**config.mk**
```make
export PLATFORM = sky130hd
export DESIGN_NAME = ysyx_24110015_axi_arbiter_flat
export DESIGN_NICKNAME = d
export VERILOG_FILES = /design/src/rtl/ysyx_24110015_axi_arbiter_if.sv /design/src/rtl/ysyx_24110015_axi_arbiter.sv /design/src/flat_wrapper.sv
export SDC_FILE = /design/constraint.sdc
export NUM_CORES = 1
export LEC_CHECK = 0
export ABC_AREA = 1
export BUFFER_PORTS_ARGS = -buffer_cell sky130_fd_sc_hd__buf_2
export CORE_AREA = 2 2 172 174
export DETAILED_ROUTE_END_ITERATION = 10
export DIE_AREA = 0 0 174 176
export PLACE_DENSITY_LB_ADDON = 0.12
export SLEW_MARGIN = 10
export SYNTH_ARGS = -nofsm -noshare
export SYNTH_HDL_FRONTEND = slang
export SYNTH_SLANG_ARGS = --single-unit
```
**constraint.sdc**
```tcl
create_clock -name clk -period 3.6 [get_ports clk]
set_input_delay 0.9 -clock clk [delete_from_list [all_inputs] [get_ports clk]]
set_output_delay 0.9 -clock clk [all_outputs]
set_load 0.005 [all_outputs]
```
**src/rtl/ysyx_24110015_axi_arbiter_if.sv**
```systemverilog
// AXI4-lite style bundle with rlast shared by the fetch/load-store masters and the memory bus.
interface axi_if;
  logic [31:0] araddr;
  logic        arvalid;
  logic        arready;
  logic [31:0] rdata;
  logic [1:0]  rresp;
  logic        rvalid;
  logic        rlast;
  logic        rready;
  logic [31:0] awaddr;
  logic        awvalid;
  logic        awready;
  logic [31:0] wdata;
  logic [3:0]  wstrb;
  logic        wvalid;
  logic        wready;
  logic [1:0]  bresp;
  logic        bvalid;
  logic        bready;

  modport master (
    output araddr, arvalid, rready, awaddr, awvalid, wdata, wstrb, wvalid, bready,
    input  arready, rdata, rresp, rvalid, rlast, awready, wready, bresp, bvalid
  );

  modport slave (
    input  araddr, arvalid, rready, awaddr, awvalid, wdata, wstrb, wvalid, bready,
    output arready, rdata, rresp, rvalid, rlast, awready, wready, bresp, bvalid
  );
endinterface

```
**src/rtl/ysyx_24110015_axi_arbiter.sv**
```systemverilog
// Two-master (ifu/lsu) to one-slave AXI arbiter, one transaction in flight at a time.
// Define ARB_ROUND_ROBIN_EN for round-robin ties; otherwise master FIXED_HI wins ties.
module ysyx_24110015_axi_arbiter #(
  parameter int unsigned FIXED_HI = 1
) (
  input  logic       clk,
  input  logic       rst,
  axi_if.slave       ifu,
  axi_if.slave       lsu,
  axi_if.master      mem,
  output logic [1:0] gnt
);

  typedef enum logic [2:0] {StIdle, StIfuRd, StIfuWr, StLsuRd, StLsuWr} state_e;

  state_e state_q, state_d;
  logic   ifu_req, lsu_req, tie_lsu, pick_lsu;
  logic   sel_lsu, rd, wr, rd_done, wr_done;

  assign ifu_req  = ifu.arvalid | ifu.awvalid | ifu.wvalid;
  assign lsu_req  = lsu.arvalid | lsu.awvalid | lsu.wvalid;
  assign pick_lsu = lsu_req & (~ifu_req | tie_lsu);

`ifdef ARB_ROUND_ROBIN_EN
  logic last_lsu_q, last_lsu_d;

  assign tie_lsu = ~last_lsu_q;

  always_comb begin
    last_lsu_d = last_lsu_q;
    if (state_q == StIdle && (ifu_req || lsu_req)) last_lsu_d = pick_lsu;
  end

  always_ff @(posedge clk or posedge rst) begin
    if (rst) last_lsu_q <= 1'b0;
    else     last_lsu_q <= last_lsu_d;
  end
`else
  assign tie_lsu = (FIXED_HI == 1);
`endif

  assign sel_lsu = (state_q == StLsuRd) || (state_q == StLsuWr);
  assign rd      = (state_q == StIfuRd) || (state_q == StLsuRd);
  assign wr      = (state_q == StIfuWr) || (state_q == StLsuWr);

  // Owner's request-side signals, routed to mem only in the matching state.
  logic [31:0] o_araddr, o_awaddr, o_wdata;
  logic [3:0]  o_wstrb;
  logic        o_arvalid, o_rready, o_awvalid, o_wvalid, o_bready;

  assign o_araddr  = sel_lsu ? lsu.araddr  : ifu.araddr;
  assign o_arvalid = sel_lsu ? lsu.arvalid : ifu.arvalid;
  assign o_rready  = sel_lsu ? lsu.rready  : ifu.rready;
  assign o_awaddr  = sel_lsu ? lsu.awaddr  : ifu.awaddr;
  assign o_awvalid = sel_lsu ? lsu.awvalid : ifu.awvalid;
  assign o_wdata   = sel_lsu ? lsu.wdata   : ifu.wdata;
  assign o_wstrb   = sel_lsu ? lsu.wstrb   : ifu.wstrb;
  assign o_wvalid  = sel_lsu ? lsu.wvalid  : ifu.wvalid;
  assign o_bready  = sel_lsu ? lsu.bready  : ifu.bready;

  assign rd_done = mem.rvalid & o_rready & mem.rlast;
  assign wr_done = mem.bvalid & o_bready;

  always_comb begin
    state_d = state_q;
    case (state_q)
      StIdle: begin
        // A read wins over a simultaneous write from the same master.
        if (pick_lsu)     state_d = lsu.arvalid ? StLsuRd : StLsuWr;
        else if (ifu_req) state_d = ifu.arvalid ? StIfuRd : StIfuWr;
      end
      StIfuRd, StLsuRd: if (rd_done) state_d = StIdle;
      StIfuWr, StLsuWr: if (wr_done) state_d = StIdle;
      default:          state_d = StIdle;
    endcase
  end

  always_ff @(posedge clk or posedge rst) begin
    if (rst) state_q <= StIdle;
    else     state_q <= state_d;
  end

  always_comb begin
    mem.araddr  = '0;
    mem.arvalid = 1'b0;
    mem.rready  = 1'b0;
    mem.awaddr  = '0;
    mem.awvalid = 1'b0;
    mem.wdata   = '0;
    mem.wstrb   = '0;
    mem.wvalid  = 1'b0;
    mem.bready  = 1'b0;
    if (rd) begin
      mem.araddr  = o_araddr;
      mem.arvalid = o_arvalid;
      mem.rready  = o_rready;
    end
    if (wr) begin
      mem.awaddr  = o_awaddr;
      mem.awvalid = o_awvalid;
      mem.wdata   = o_wdata;
      mem.wstrb   = o_wstrb;
      mem.wvalid  = o_wvalid;
      mem.bready  = o_bready;
    end
  end

  always_comb begin
    ifu.arready = 1'b0;
    ifu.rdata   = '0;
    ifu.rresp   = '0;
    ifu.rvalid  = 1'b0;
    ifu.rlast   = 1'b0;
    ifu.awready = 1'b0;
    ifu.wready  = 1'b0;
    ifu.bresp   = '0;
    ifu.bvalid  = 1'b0;
    lsu.arready = 1'b0;
    lsu.rdata   = '0;
    lsu.rresp   = '0;
    lsu.rvalid  = 1'b0;
    lsu.rlast   = 1'b0;
    lsu.awready = 1'b0;
    lsu.wready  = 1'b0;
    lsu.bresp   = '0;
    lsu.bvalid  = 1'b0;
    if (rd && !sel_lsu) begin
      ifu.arready = mem.arready;
      ifu.rdata   = mem.rdata;
      ifu.rresp   = mem.rresp;
      ifu.rvalid  = mem.rvalid;
      ifu.rlast   = mem.rlast;
    end
    if (wr && !sel_lsu) begin
      ifu.awready = mem.awready;
      ifu.wready  = mem.wready;
      ifu.bresp   = mem.bresp;
      ifu.bvalid  = mem.bvalid;
    end
    if (rd && sel_lsu) begin
      lsu.arready = mem.arready;
      lsu.rdata   = mem.rdata;
      lsu.rresp   = mem.rresp;
      lsu.rvalid  = mem.rvalid;
      lsu.rlast   = mem.rlast;
    end
    if (wr && sel_lsu) begin
      lsu.awready = mem.awready;
      lsu.wready  = mem.wready;
      lsu.bresp   = mem.bresp;
      lsu.bvalid  = mem.bvalid;
    end
  end

  always_comb begin
    case (state_q)
      StIfuRd, StIfuWr: gnt = 2'b01;
      StLsuRd, StLsuWr: gnt = 2'b10;
      default:          gnt = 2'b00;
    endcase
  end

endmodule

```
**src/flat_wrapper.sv**
```systemverilog
// flat-port wrapper written by rule: the top's interface ports become plain ports
module ysyx_24110015_axi_arbiter_flat 
#(
  parameter int unsigned FIXED_HI = 1
)
  (clk, rst, gnt, ifu_araddr, ifu_arvalid, ifu_rready, ifu_awaddr, ifu_awvalid, ifu_wdata, ifu_wstrb, ifu_wvalid, ifu_bready, ifu_arready, ifu_rdata, ifu_rresp, ifu_rvalid, ifu_rlast, ifu_awready, ifu_wready, ifu_bresp, ifu_bvalid, lsu_araddr, lsu_arvalid, lsu_rready, lsu_awaddr, lsu_awvalid, lsu_wdata, lsu_wstrb, lsu_wvalid, lsu_bready, lsu_arready, lsu_rdata, lsu_rresp, lsu_rvalid, lsu_rlast, lsu_awready, lsu_wready, lsu_bresp, lsu_bvalid, mem_araddr, mem_arvalid, mem_rready, mem_awaddr, mem_awvalid, mem_wdata, mem_wstrb, mem_wvalid, mem_bready, mem_arready, mem_rdata, mem_rresp, mem_rvalid, mem_rlast, mem_awready, mem_wready, mem_bresp, mem_bvalid);
  axi_if ifu_i ();
  axi_if lsu_i ();
  axi_if mem_i ();
  input  logic clk;
  input  logic rst;
  output logic [1:0] gnt;
  input wire logic [$bits(ifu_i.araddr)-1:0] ifu_araddr;
  input wire logic [$bits(ifu_i.arvalid)-1:0] ifu_arvalid;
  input wire logic [$bits(ifu_i.rready)-1:0] ifu_rready;
  input wire logic [$bits(ifu_i.awaddr)-1:0] ifu_awaddr;
  input wire logic [$bits(ifu_i.awvalid)-1:0] ifu_awvalid;
  input wire logic [$bits(ifu_i.wdata)-1:0] ifu_wdata;
  input wire logic [$bits(ifu_i.wstrb)-1:0] ifu_wstrb;
  input wire logic [$bits(ifu_i.wvalid)-1:0] ifu_wvalid;
  input wire logic [$bits(ifu_i.bready)-1:0] ifu_bready;
  output wire logic [$bits(ifu_i.arready)-1:0] ifu_arready;
  output wire logic [$bits(ifu_i.rdata)-1:0] ifu_rdata;
  output wire logic [$bits(ifu_i.rresp)-1:0] ifu_rresp;
  output wire logic [$bits(ifu_i.rvalid)-1:0] ifu_rvalid;
  output wire logic [$bits(ifu_i.rlast)-1:0] ifu_rlast;
  output wire logic [$bits(ifu_i.awready)-1:0] ifu_awready;
  output wire logic [$bits(ifu_i.wready)-1:0] ifu_wready;
  output wire logic [$bits(ifu_i.bresp)-1:0] ifu_bresp;
  output wire logic [$bits(ifu_i.bvalid)-1:0] ifu_bvalid;
  input wire logic [$bits(lsu_i.araddr)-1:0] lsu_araddr;
  input wire logic [$bits(lsu_i.arvalid)-1:0] lsu_arvalid;
  input wire logic [$bits(lsu_i.rready)-1:0] lsu_rready;
  input wire logic [$bits(lsu_i.awaddr)-1:0] lsu_awaddr;
  input wire logic [$bits(lsu_i.awvalid)-1:0] lsu_awvalid;
  input wire logic [$bits(lsu_i.wdata)-1:0] lsu_wdata;
  input wire logic [$bits(lsu_i.wstrb)-1:0] lsu_wstrb;
  input wire logic [$bits(lsu_i.wvalid)-1:0] lsu_wvalid;
  input wire logic [$bits(lsu_i.bready)-1:0] lsu_bready;
  output wire logic [$bits(lsu_i.arready)-1:0] lsu_arready;
  output wire logic [$bits(lsu_i.rdata)-1:0] lsu_rdata;
  output wire logic [$bits(lsu_i.rresp)-1:0] lsu_rresp;
  output wire logic [$bits(lsu_i.rvalid)-1:0] lsu_rvalid;
  output wire logic [$bits(lsu_i.rlast)-1:0] lsu_rlast;
  output wire logic [$bits(lsu_i.awready)-1:0] lsu_awready;
  output wire logic [$bits(lsu_i.wready)-1:0] lsu_wready;
  output wire logic [$bits(lsu_i.bresp)-1:0] lsu_bresp;
  output wire logic [$bits(lsu_i.bvalid)-1:0] lsu_bvalid;
  output wire logic [$bits(mem_i.araddr)-1:0] mem_araddr;
  output wire logic [$bits(mem_i.arvalid)-1:0] mem_arvalid;
  output wire logic [$bits(mem_i.rready)-1:0] mem_rready;
  output wire logic [$bits(mem_i.awaddr)-1:0] mem_awaddr;
  output wire logic [$bits(mem_i.awvalid)-1:0] mem_awvalid;
  output wire logic [$bits(mem_i.wdata)-1:0] mem_wdata;
  output wire logic [$bits(mem_i.wstrb)-1:0] mem_wstrb;
  output wire logic [$bits(mem_i.wvalid)-1:0] mem_wvalid;
  output wire logic [$bits(mem_i.bready)-1:0] mem_bready;
  input wire logic [$bits(mem_i.arready)-1:0] mem_arready;
  input wire logic [$bits(mem_i.rdata)-1:0] mem_rdata;
  input wire logic [$bits(mem_i.rresp)-1:0] mem_rresp;
  input wire logic [$bits(mem_i.rvalid)-1:0] mem_rvalid;
  input wire logic [$bits(mem_i.rlast)-1:0] mem_rlast;
  input wire logic [$bits(mem_i.awready)-1:0] mem_awready;
  input wire logic [$bits(mem_i.wready)-1:0] mem_wready;
  input wire logic [$bits(mem_i.bresp)-1:0] mem_bresp;
  input wire logic [$bits(mem_i.bvalid)-1:0] mem_bvalid;
  assign ifu_i.araddr = ifu_araddr;
  assign ifu_i.arvalid = ifu_arvalid;
  assign ifu_i.rready = ifu_rready;
  assign ifu_i.awaddr = ifu_awaddr;
  assign ifu_i.awvalid = ifu_awvalid;
  assign ifu_i.wdata = ifu_wdata;
  assign ifu_i.wstrb = ifu_wstrb;
  assign ifu_i.wvalid = ifu_wvalid;
  assign ifu_i.bready = ifu_bready;
  assign ifu_arready = ifu_i.arready;
  assign ifu_rdata = ifu_i.rdata;
  assign ifu_rresp = ifu_i.rresp;
  assign ifu_rvalid = ifu_i.rvalid;
  assign ifu_rlast = ifu_i.rlast;
  assign ifu_awready = ifu_i.awready;
  assign ifu_wready = ifu_i.wready;
  assign ifu_bresp = ifu_i.bresp;
  assign ifu_bvalid = ifu_i.bvalid;
  assign lsu_i.araddr = lsu_araddr;
  assign lsu_i.arvalid = lsu_arvalid;
  assign lsu_i.rready = lsu_rready;
  assign lsu_i.awaddr = lsu_awaddr;
  assign lsu_i.awvalid = lsu_awvalid;
  assign lsu_i.wdata = lsu_wdata;
  assign lsu_i.wstrb = lsu_wstrb;
  assign lsu_i.wvalid = lsu_wvalid;
  assign lsu_i.bready = lsu_bready;
  assign lsu_arready = lsu_i.arready;
  assign lsu_rdata = lsu_i.rdata;
  assign lsu_rresp = lsu_i.rresp;
  assign lsu_rvalid = lsu_i.rvalid;
  assign lsu_rlast = lsu_i.rlast;
  assign lsu_awready = lsu_i.awready;
  assign lsu_wready = lsu_i.wready;
  assign lsu_bresp = lsu_i.bresp;
  assign lsu_bvalid = lsu_i.bvalid;
  assign mem_araddr = mem_i.araddr;
  assign mem_arvalid = mem_i.arvalid;
  assign mem_rready = mem_i.rready;
  assign mem_awaddr = mem_i.awaddr;
  assign mem_awvalid = mem_i.awvalid;
  assign mem_wdata = mem_i.wdata;
  assign mem_wstrb = mem_i.wstrb;
  assign mem_wvalid = mem_i.wvalid;
  assign mem_bready = mem_i.bready;
  assign mem_i.arready = mem_arready;
  assign mem_i.rdata = mem_rdata;
  assign mem_i.rresp = mem_rresp;
  assign mem_i.rvalid = mem_rvalid;
  assign mem_i.rlast = mem_rlast;
  assign mem_i.awready = mem_awready;
  assign mem_i.wready = mem_wready;
  assign mem_i.bresp = mem_bresp;
  assign mem_i.bvalid = mem_bvalid;
  ysyx_24110015_axi_arbiter #(.FIXED_HI(FIXED_HI)) u_core (.clk(clk), .rst(rst), .ifu(ifu_i), .lsu(lsu_i), .mem(mem_i), .gnt(gnt));
endmodule
```
==> results.txt, run 1 <==
* Result of the run: completed
- Summing the sequential cell areas from Yosys gives 3.254% of the chip area.
- For the worst setup path, the data arrival time is 2.17 ns.
- Hold timing on the final database bottoms out at a slack of 0.5394 ns.
* Iteration count of the initial detailed-routing pass: 4
* Core area: 28550 um2
* Largest incremental delay on the critical path: 0.43 ns
- P_sw: 1.712 mW
- Count of pins on the block boundary: 445
- Setup violations remaining at the end of the flow were counted as 0.
- Fraction of layout cells with a size suffix above 1: 49.10%
- Of the total power, the share spent switching nets is 58.75%.
* Antenna violations before repair: 0
- Maximum level of the CTS H-tree: 1
- Post-cts resize count: 0
* IO buf count: 444
- Count of state elements after synthesis: 3
* Floorplan die width: 174 um
- CTS saw 3 sinks.
- Capture instance of the worst register-to-register path: u_core.state_q[1]
- IR analysis of the VDD net gives a maximum drop of 0.0003882 V.
- Sequential Power Share: 2.6%
- CTS placed an instance of clkbuf_16 at the clock tree root.
* Pins over their slew limit: 0
- Post-Synthesis Cell Area: 2307 um2
- The clock reaches the later pin of the worst-skew pair after 0.22 ns.
* Routability cong.: 0.7737
- Entering global routing, the biggest net connects 107 pins.
- Clock tree from TritonCTS: yes
- Dividing total power by cell area gives a power density of 585.5 nW/um2.
- Hold buffer count at cts: 0
* Num rows: 62
* Leakage power total: 3.347 nW
- CP Max Fanout: 27
- Launch point of the critical path: u_core.state_q[1]
- Slew at the pin closest to its max-slew limit: 0.5993 ns
- In this run the deepest clock path goes through 2 buffers.
- Average wire per standard cell: 13.72 um
- Among the stages of the critical path, the cell type that occurs most often is nor2_1.
- From synthesis to final layout, the design area changed by 115.7%.
- Internal power: 1.202 mW
- The design draws 2.914 mW.
* Internal reg-to-reg setup slack: 1.55 ns
* Clock-pin slew reported for the worst setup and hold paths after clock tree synthesis: 0.03 ns
- Main flop type after synthesis: dfrtp_1
* Placed instance area: 4897 um2
* Worst reg2reg path depth: 9
- Critical path's slowest cell: dfrtp_1
- Antenna Nets Post-Route: 0
* Final hold violation count: 0
- Overall track demand over capacity in global routing: 10.82%
* Ys Warns: 0
- Vias in the first global route: 4472
- Highest-count cells in the layout ignoring fill and taps: buf_2, nor2_1, o21ai_0
* Sort of element at the start of the critical path: flop
- The critical path in this run is classified as flop to primary output.
* Residual overflow from global routing: 0
- The die covers 30620 um2.
* Crit Reg-Reg Startpoint: u_core.state_q[2]
- Sorting the synthesized cells by area gives the leading types as nor2_1, o21ai_0, inv_1.
- With fillers left out, the area of the finished cells amounts to 4976 um2.
* Routed Wire Length: 18260 um
- Comb pwr share: 91.4%
- First-pass GRT wire length: 25950 um
* Final net count: 1202
* Post-detailed-route via-to-cell ratio: 3.491
- Syn_area_per_cell: 4.370 um2
- Violation count after the first detailed-routing iteration: 168
* Max_slew headroom: 60.04%
- Count of antenna diodes in the layout: 0
- Cells along the critical path: nor2_1 > nand2_4 > nand2_4 > clkinv_2 > buf_4 > nor2_1 > nor2_1 > buf_2
- Largest reg by FF count: u_core.state_q
- Synthesis instantiated 21 different standard cells from the library.
* Share of the synthesized area in the top cell type: 47.67%
- Registers with the highest flip-flop counts: u_core.state_q (3)
- Final critical path time including I/O delays and setup: 3.067 ns
- Commonest non-fill, non-tap cell in the layout: buf_2
- Buffers added to address setup during post-CTS repair amount to 0.
- In this run the worst hold path is classified as primary input to async pin.
- Number of cells in the finished layout apart from fillers: 1331
- The initial utilization of the core area, before any placement, comes to 8.082%.
- Counting every net in the synthesized netlist gives 782.
- Tcrit/Tclk final: 85.20%
- In the synthesized netlist, the number of instances is 528.
- STA classifies the critical path endpoint as a primary output.
* Number of enable flip-flop cells after synthesis: 0
* Part of the total power dissipated in the clock network: 6.0%
- Fmax: 326.0 MHz
- Across the run, the number of max-cap violations was 0.
- Number of flip-flops under the largest register name: 3
* Setup tns final: 0 ns
- For this block, the via count after detailed routing is 4647.
* Vert. Die Dim: 176 um
* Largest clock skew in the final design: 0.0006353 ns
- Share of async-settable or async-resettable flops after synthesis: 100.0%
- Setup repair after global routing left no endpoint under its margin.
- Crit path required time: 2.70 ns
* Detailed-route DRC error count: 0
* Placed cell count: 1327
* Detailed placer's ending HPWL: 14860 um
* Cts bufs inserted: 3
- Cell type contributing the most total cell area after synthesis: nor2_1
==> per-layer routing <==
metal | GRT usage, % | up-vias | wire length [um]
li1 | - | 2456 | -
met1 | 12.47 | 1992 | 7432
met2 | 21.43 | 190 | 9700
met3 | 1.766 | 9 | 1041
met4 | 1.085 | 0 | 88
met5 | 0 | - | 0
==> power by group through the flow <==
stage	Clock, mW	Combinational, mW	Sequential, mW
3_3_place_gp	0	2.79	0.0742
3_5_place_dp	0	2.73	0.0751
5_1_grt	0.182	3.02	0.0770
2_1_floorplan	0	1.46	0.0707
4_1_cts	0.178	2.74	0.0748
6_report	0.176	2.66	0.0750
==> cell families (layout without fill, tap and decap cells) <==
logic type | after synthesis | after routing | share of synthesized area, %
flip-flops | 3 | 3 | 3.254
AND/OR/NAND/NOR | 327 | 327 | 55.59
AO/OA/AOI/OAI | 106 | 106 | 23.10
buffers and inverters | 92 | 511 | 18.06
==> how the worst max path moves through the flow <==
stage                endpoint  slack, ns  depth (start not counted)
2_1_floorplan   mem_wdata[16]       1.40                          7
3_3_place_gp    mem_awaddr[1]       0.73                          7
3_5_place_dp     mem_wstrb[3]       0.71                          8
4_1_cts          mem_wstrb[3]       0.46                          8
5_1_grt        mem_araddr[10]       0.32                          8
6_report         mem_wstrb[3]       0.53                          8
==> Yosys cell counts (2+ instances only) <==
master / number
nor2_1: 293
o21ai_0: 85
inv_1: 50
o21ai_1: 19
nand2_1: 18
clkbuf_1: 15
buf_2: 11
buf_4: 11
nand3_1: 6
dfrtp_1: 3
nand2_4: 3
and3_1: 2
buf_6: 2
inv_2: 2
nand3_2: 2
==> final cells by class <==
cell class              instances  area [um2]
repair buffers                455        2330
clock buffers                   4       78.83
fillers                      3449       23570
inverters                      52       196.4
multi-input cells             433        1815
flip-flops and latches          3       75.07
well taps                     384       480.5
==> critical path: cells and delay by family, from the launching register on <==
family | cells | cell delay [ns]
simple gates | 5 | 0.65
flops | 1 | 0.43
buf+inv | 3 | 0.85
==> metrics by stage <==
| step | utilization [%] | setup WS (ns) |
|---|---|---|
| after floorplan | - | 1.400 |
| after global placement | 17.15 | 0.7290 |
| after detailed placement | 17.15 | 0.7059 |
| after CTS | 17.43 | 0.4627 |
| after global routing | 17.43 | 0.3154 |
| final | 17.43 | 0.5328 |
(Power assumes the default switching activity.)
==> run 2: changes to the inputs <==
--- a/config.mk
+++ b/config.mk
@@ -6,7 +6,7 @@
 export NUM_CORES = 1
 export LEC_CHECK = 0
 export ABC_AREA = 1
-export BUFFER_PORTS_ARGS = -buffer_cell sky130_fd_sc_hd__buf_2
+export BUFFER_PORTS_ARGS = -buffer_cell sky130_fd_sc_hd__clkbuf_2
 export CORE_AREA = 2 2 172 174
 export DETAILED_ROUTE_END_ITERATION = 10
 export DIE_AREA = 0 0 174 176
==> results.txt, run 2 (same netlist as run 1, synthesis figures left out) <==
- The via count of the first global-routing pass was 4395 (-1.7%).
- Residual overflow from global routing: 0 (unchanged)
- The clock-pin slew reported for the worst setup and hold paths after clock tree synthesis came to 0.03 ns (about the same).
* Min setup slack post-route: 0.7463 ns (+0.2135 ns)
- Routability cong.: 0.7787 (+0.65%)
- The via density per instance is 3.459 (-0.94%).
- The count of instances resized after the clock tree is built came to 0 (unchanged).
- The core footprint came to 28550 um2 (unchanged).
- The die span in x came to 174 um (unchanged).
- The fraction of power spent switching nets was 58.99% (+0.25 points).
- The count of vias placed by the detailed router is 4593 (-1.2%).
* Registers with the highest flip-flop counts: u_core.state_q (3)
- The clock latency on the worst-skew pair came to 0.22 ns (about the same).
- The final critical path time including I/O delays and setup was 2.854 ns (-0.2135 ns).
- The ratio of final minimum period to clock period was 79.27% (-5.9 points).
* Count of pins on the block boundary: 445 (unchanged)
- Number of fillers in the final layout: 3478 (+0.84%)
* Vert. Die Dim: 176 um (unchanged)
- Highest routed layer: met4
* P_sw: 1.704 mW (-0.43%)
- Part of the total power dissipated in the clock network: 6.0% (about the same)
- Data arrival time of the critical path: 1.95 ns (-0.22 ns)
- The number of clock sinks was 3 (unchanged).
- Post-route cell area: 4966 um2 (-0.20%)
* Average wire per standard cell: 13.35 um (-2.7%)
- The post-route setup TNS came to 0 ns (unchanged).
* Critical path's slowest cell: dfrtp_1
* Sum of buffers and inverters on the critical path: 2 (-1)
* Num rows: 62 (unchanged)
- The count of antenna-violating nets left after detailed routing was 0 (unchanged).
* P&R area growth vs syn: 115.2%
- Placement-stage worst setup slack: 0.9237 ns (+0.2178 ns)
- Type of the worst setup path: flop to primary output
- Largest reg by FF count: u_core.state_q
- Clock root buffer: clkbuf_16
- Maximum Capacitance Violations: 0 (unchanged)
* Maximum clock insertion buffer count: 2 (unchanged)
* Class of the most critical hold timing path: primary input to async pin
- Final net count: 1199 (-0.25%)
- Crit path required time: 2.70 ns (about the same)
- Antenna violations before repair: 0 (unchanged)
- Number of flip-flops under the largest register name: 3 (unchanged)
- Placed instance area: 4887 um2 (-0.20%)
- Pin count of the biggest net entering global routing: 73 (-32%)
* Detailed placer's ending HPWL: 14660 um (-1.4%)
- The met2 layer wire length in the routed design is 9438 um (-2.7%).
- The number of search-and-repair iterations in the first detailed-routing pass is 4 (unchanged).
- The library cells used most frequently in the layout, excluding fill and tap cells, are clkbuf_2, nor2_1, o21ai_0.
* Utilization of the core after routing: 17.40% (-0.035 points)
- Count of antenna diodes in the layout: 0 (unchanged)
- The actual slew at the worst max-slew pin is 0.4428 ns (-0.1565 ns).
* Routed Wire Length: 17730 um (-2.9%)
- Clock tree from TritonCTS: yes
* Detailed-route DRC error count: 0 (unchanged)
* Leakage power total: 3.259 nW (-2.6%)
* Maximum level of the CTS H-tree: 1 (unchanged)
- The combinational group share of total power was 91.4% (about the same).
* Overall power consumption: 2.889 mW (-0.85%)
- Fraction of layout cells with a size suffix above 1: 48.94% (-0.16 points)
- The largest incremental delay on the critical path is 0.44 ns (about the same).
- The reg2reg setup slack is 1.83 ns (+0.28 ns).
- Commonest non-fill, non-tap cell in the layout: clkbuf_2
- In this design, the largest share of critical-path delay is due to simple AND/OR/NAND/NOR gates.
* Final hold violation count: 0 (unchanged)
- The flow ran to the end, and the final reports show no timing, DRC or antenna violations.
- Cells along the critical path: nor2_1 > nand2_4 > nand2_4 > buf_4 > o21ai_0 > nor2_1 > clkbuf_2
- Violation count after the first detailed-routing iteration: 124 (-26%)
- The count of buffers inserted at the top-level ports came to 444 (unchanged).
- Largest clock skew in the final design: 0.0002772 ns (-0.0003581 ns)
- Pins over their slew limit: 0 (unchanged)
- The number of hold buffers added after CTS is 0 (unchanged).
- Internal power: 1.185 mW (-1.4%)
- Length of routed met3 wiring: 1137 um (+9.2%)
- Category of the worst setup path capture point: primary output
- The maximum clock rate came to 350.4 MHz (+7.5%).
* CP Max Fanout: 43 (+59%)
* Max_slew headroom: 70.48% (+10 points)
- Overall track demand over capacity in global routing: 10.74% (-0.083 points)
- Total die area: 30620 um2 (unchanged)
- STA classifies the critical path startpoint as a flop.
* Sequential Power Share: 2.6% (about the same)
- Power density over the cells: 581.7 nW/um2 (-0.65%)
- Cts bufs inserted: 3 (unchanged)
- The detailed-route wire length on metal 1 is 7029 um (-5.4%).
* Setup repair after global routing missed its margin: no
* Starting utilization of the core area: 8.082% (unchanged)
- The number of setup buffers added after CTS came to 0 (unchanged).
* First-pass GRT wire length: 25900 um (-0.18%)
- The worst vdd rail ir drop was 0.0002444 V (-37%).
- The final setup violation count was 0 (unchanged).
==> run 2: cell types whose count changed in the layout (fill, tap and decap cells not counted), sizes merged <==
cell | previous run | this run
buf | 455 | 8
clkbuf | 4 | 448
==> run 2: through the flow <==
stage | hold WS (ns) | cells
final | 0.5273 | 1328
after global routing | 0.5479 | 1328
after CTS | 0.5332 | 1328
after detailed placement | 0.5978 | 1324
after global placement | 0.6104 | 1324
after floorplan | 0.5529 | 528
==> run 2: path summary, 6_finish.rpt <==
kind	from	end	cells after the start
hold / removal	rst	u_core.state_q[2]	2
min in group clk	u_core.state_q[1]	u_core.state_q[1]	2
hold reg to reg	u_core.state_q[1]	u_core.state_q[1]	2
max in group asynchronous	rst	u_core.state_q[1]	2
setup reg to reg	u_core.state_q[2]	u_core.state_q[2]	9
setup / recovery	u_core.state_q[1]	mem_araddr[15]	7
==> run 2: area by class of cell <==
class	instances	area (um2)	area share, %
Inverter	52	196.4	3.956
Tap cell	384	480.5	9.675
Timing Repair Buffer	452	2320	46.71
Sequential cell	3	75.07	1.512
Clock buffer	4	78.83	1.587
Multi-Input combinational cell	433	1815	36.56
==> run 2: power by group through the flow <==
stage / clock network (mW) / logic (mW) / registers (mW)
after global routing: 0.179 / 3.01 / 0.0796
final: 0.173 / 2.64 / 0.0751
after global placement: 0 / 2.77 / 0.0746
after CTS: 0.175 / 2.73 / 0.0752
after detailed placement: 0 / 2.72 / 0.0754
after floorplan: 0 / 1.46 / 0.0707
==> run 2: metal layers <==
metal	vias up	track usage [%]
met5	-	0
met4	0	0.9454
met3	8	2.046
met2	194	20.68
met1	1939	12.71
li1	2452	-
==> run 3: changes to the inputs <==
--- a/config.mk
+++ b/config.mk
@@ -7,9 +7,9 @@
 export LEC_CHECK = 0
 export ABC_AREA = 1
 export BUFFER_PORTS_ARGS = -buffer_cell sky130_fd_sc_hd__clkbuf_2
-export CORE_AREA = 2 2 172 174
+export CORE_AREA = 2 2 175 177
 export DETAILED_ROUTE_END_ITERATION = 10
-export DIE_AREA = 0 0 174 176
+export DIE_AREA = 0 0 177 179
 export PLACE_DENSITY_LB_ADDON = 0.12
 export SLEW_MARGIN = 10
 export SYNTH_ARGS = -nofsm -noshare
==> constraint.sdc (replaced) <==
create_clock -name clk -period 2.35 [get_ports clk]
set_input_delay 0.5875 -clock clk [delete_from_list [all_inputs] [get_ports clk]]
set_output_delay 0.5875 -clock clk [all_outputs]
set_load 0.005 [all_outputs]
==> results.txt, run 3 (same netlist as run 1, synthesis figures left out) <==
- Result of the run: completed
- The total clock buffers created by CTS was 3 (unchanged).
- Clock network latency to the later pin of the worst-skew pair: 0.22 ns (about the same)
- Residual overflow from global routing: 0 (unchanged)
- First-pass GRT wire length: 24620 um (-5.0%)
* Num rows: 64 (+3.2%)
* Maximum level of the CTS H-tree: 1 (unchanged)
- Detail Route met2 WL: 9743 um (+3.2%)
- Maximum clock insertion buffer count: 2 (unchanged)
- Vert. Die Dim: 179 um (+1.7%)
- The number of instances in the placed design came to 1350 (+2.0%).
* Clock root buffer: clkbuf_16
* Slew at the pin closest to its max-slew limit: 0.4217 ns (-0.02109 ns)
- Clock sink count: 3 (unchanged)
* Crit path required time: 1.76 ns (-0.94 ns)
- The minimum hold slack is 0.2184 ns (-0.3088 ns).
- Setup repair after global routing missed its margin: yes
- The cell leakage power was 3.419 nW (+4.9%).
- The routed length on met3 came to 1293 um (+14%).
- Hold buffer count at cts: 0 (unchanged)
* Tcrit/Tclk final: 97.95%
- Count of antenna diodes in the layout: 0 (unchanged)
* Largest incremental delay on the critical path: 0.41 ns (-0.03 ns)
- Data arrival time of the critical path: 1.71 ns (-0.24 ns)
- The clock-pin slew reported for the worst setup and hold paths after clock tree synthesis was 0.03 ns (about the same).
- TritonCTS built the clock tree.
- The area of placed instances was 5045 um2 (+3.2%).
- The largest registers in the layout are u_core.state_q (3).
* Detailed placer's ending HPWL: 14610 um (-0.30%)
- Number of flip-flops under the largest register name: 3 (unchanged)
* Post-detailed-route via-to-cell ratio: 3.491 (+0.94%)
- Number of fillers in the final layout: 3587 (+3.1%)
- Routability cong.: 0.7543 (-3.1%)
- The relative slew slack came to 71.89% (+1.4 points).
- The final cell area excluding filler cells came to 5330 um2 (+7.3%).
- CP Max Fanout: 33 (-23%)
* Overall power consumption: 5.196 mW (+80%)
- Antenna Nets Post-Route: 0 (unchanged)
* M1 WL: 7174 um (+2.1%)
- Final hold violation count: 0 (unchanged)
- The max-capacitance violation count was 0 (unchanged).
* Average wire per standard cell: 13.49 um (+1.0%)
* Power density over the cells: 974.8 nW/um2 (+68%)
- Fraction of layout cells with a size suffix above 1: 50.41% (+1.5 points)
- Detailed-route DRC error count: 0 (unchanged)
- Floorplan die width: 177 um (+1.7%)
- Counting stages on the worst path, the most repeated cell is nand2_4.
- The slowest stage of the critical path belongs to the cell dfrtp_1.
- The worst setup path is launched from a flop.
* Min setup slack post-route: 0.04810 ns (-0.6982 ns)
* Setup tns final: 0 ns (unchanged)
- Based on the critical path, the design can be clocked at up to 434.4 MHz.
- The setup slack at placement came to 0.1257 ns (-0.7980 ns).
- The maximum number of pins on one net before global-route repair was 68 (-6.8%).
* Total die area: 31680 um2 (+3.5%)
* Violation count after the first detailed-routing iteration: 137 (+10%)
- Final setup fails: 0 (unchanged)
- Final net count: 1219 (+1.7%)
- Walking the worst path, the cells encountered are nor2_2 > nand2_4 > nand2_4 > buf_6 > clkbuf_16 > o21ai_1 > nor2_1 > clkbuf_2.
* Combined area of the multi-input logic cells: 1842 um2 (+1.4%)
- The area taken by flip-flops and latches was 77.57 um2 (+3.3%).
* Core area: 30030 um2 (+5.2%)
* P&R area growth vs syn: 131.0%
- The library cell used most frequently in the layout, excluding fill and tap cells, is clkbuf_2.
- The post-route non-filler standard cell count came to 1360 (+2.4%).
* Largest reg by FF count: u_core.state_q
- The total wire length after detailed routing is 18340 um (+3.5%).
- Iteration count of the initial detailed-routing pass: 4 (unchanged)
- Overall track demand over capacity in global routing: 10.02% (-0.72 points)
* Count of pins on the block boundary: 445 (unchanged)
- Largest clock skew in the final design: 0.0002583 ns (-0.00001890 ns)
- The worst setup path is captured at a primary output.
- The worst vdd rail ir drop was 0.0002889 V (+18%).
* Starting utilization of the core area: 7.683% (-0.40 points)
* Vias after detailed routing: 4748 (+3.4%)
- The tightest min-delay check is of the primary input to async pin type.
- Pins over their slew limit: 0 (unchanged)
- The via count of the first global-routing pass was 4347 (-1.1%).
* Utilization of the core after routing: 17.75% (+0.35 points)
- Antenna violations before repair: 0 (unchanged)
* Highest-count cells in the layout ignoring fill and taps: clkbuf_2, nor2_1, o21ai_0
- Type of the worst setup path: flop to primary output
* IO buf count: 444 (unchanged)
- Routed signal wires occupy layers up through met4.
- Final critical path time including I/O delays and setup: 2.302 ns
run 3: final timing paths:
kind / to / start / slack, ns / cells past startpoint
hold reg to reg: u_core.state_q[1] / u_core.state_q[1] / 0.55 / 2
min in group clk: u_core.state_q[1] / u_core.state_q[1] / 0.55 / 2
setup reg to reg: u_core.state_q[2] / u_core.state_q[2] / 0.64 / 11
hold / removal: u_core.state_q[2] / rst / 0.22 / 2
setup / recovery: mem_wdata[9] / u_core.state_q[1] / 0.05 / 8
max in group asynchronous: u_core.state_q[0] / rst / 1.98 / 2
run 3: report_power, final:
group,internal [mW],total [mW],switching (mW)
clock network,0.224,0.272,0.0484
logic,2.04,4.81,2.77
registers,0.0796,0.112,0.0323
run 3: layout make-up:
type                       count  share of cell area, %
inverter                      52                  3.709
sequential                     3                  1.455
clock buffer                   4                  1.479
timing repair buffer         471                  49.51
multi-input combinational    434                  34.55
tap                          396                  9.296
run 3: layer usage:
| metal | global-route usage, % | up-vias |
|---|---|---|
| met5 | 0 | - |
| met4 | 1.240 | 0 |
| met3 | 1.802 | 10 |
| met2 | 19.16 | 214 |
| met1 | 11.82 | 2032 |
| li1 | - | 2492 |
run 3: critical path: cells and delay by family, from the launching register on:
family                 cells  cell delay, ns
AO/OA/AOI/OAI              1            0.10
AND/OR/NAND/NOR            4            0.45
buffers and inverters      3            0.51
flip-flops                 1            0.41
run 3: timing repair:
| action | 4_1_cts | 5_1_grt |
|---|---|---|
| buffers inserted | 0 | 1 |
| endpoints found under the setup margin | 79 | 104 |
| gates resized for setup | 9 | 16 |
| cloned | 1 | 4 |
| pin swaps | 0 | 2 |
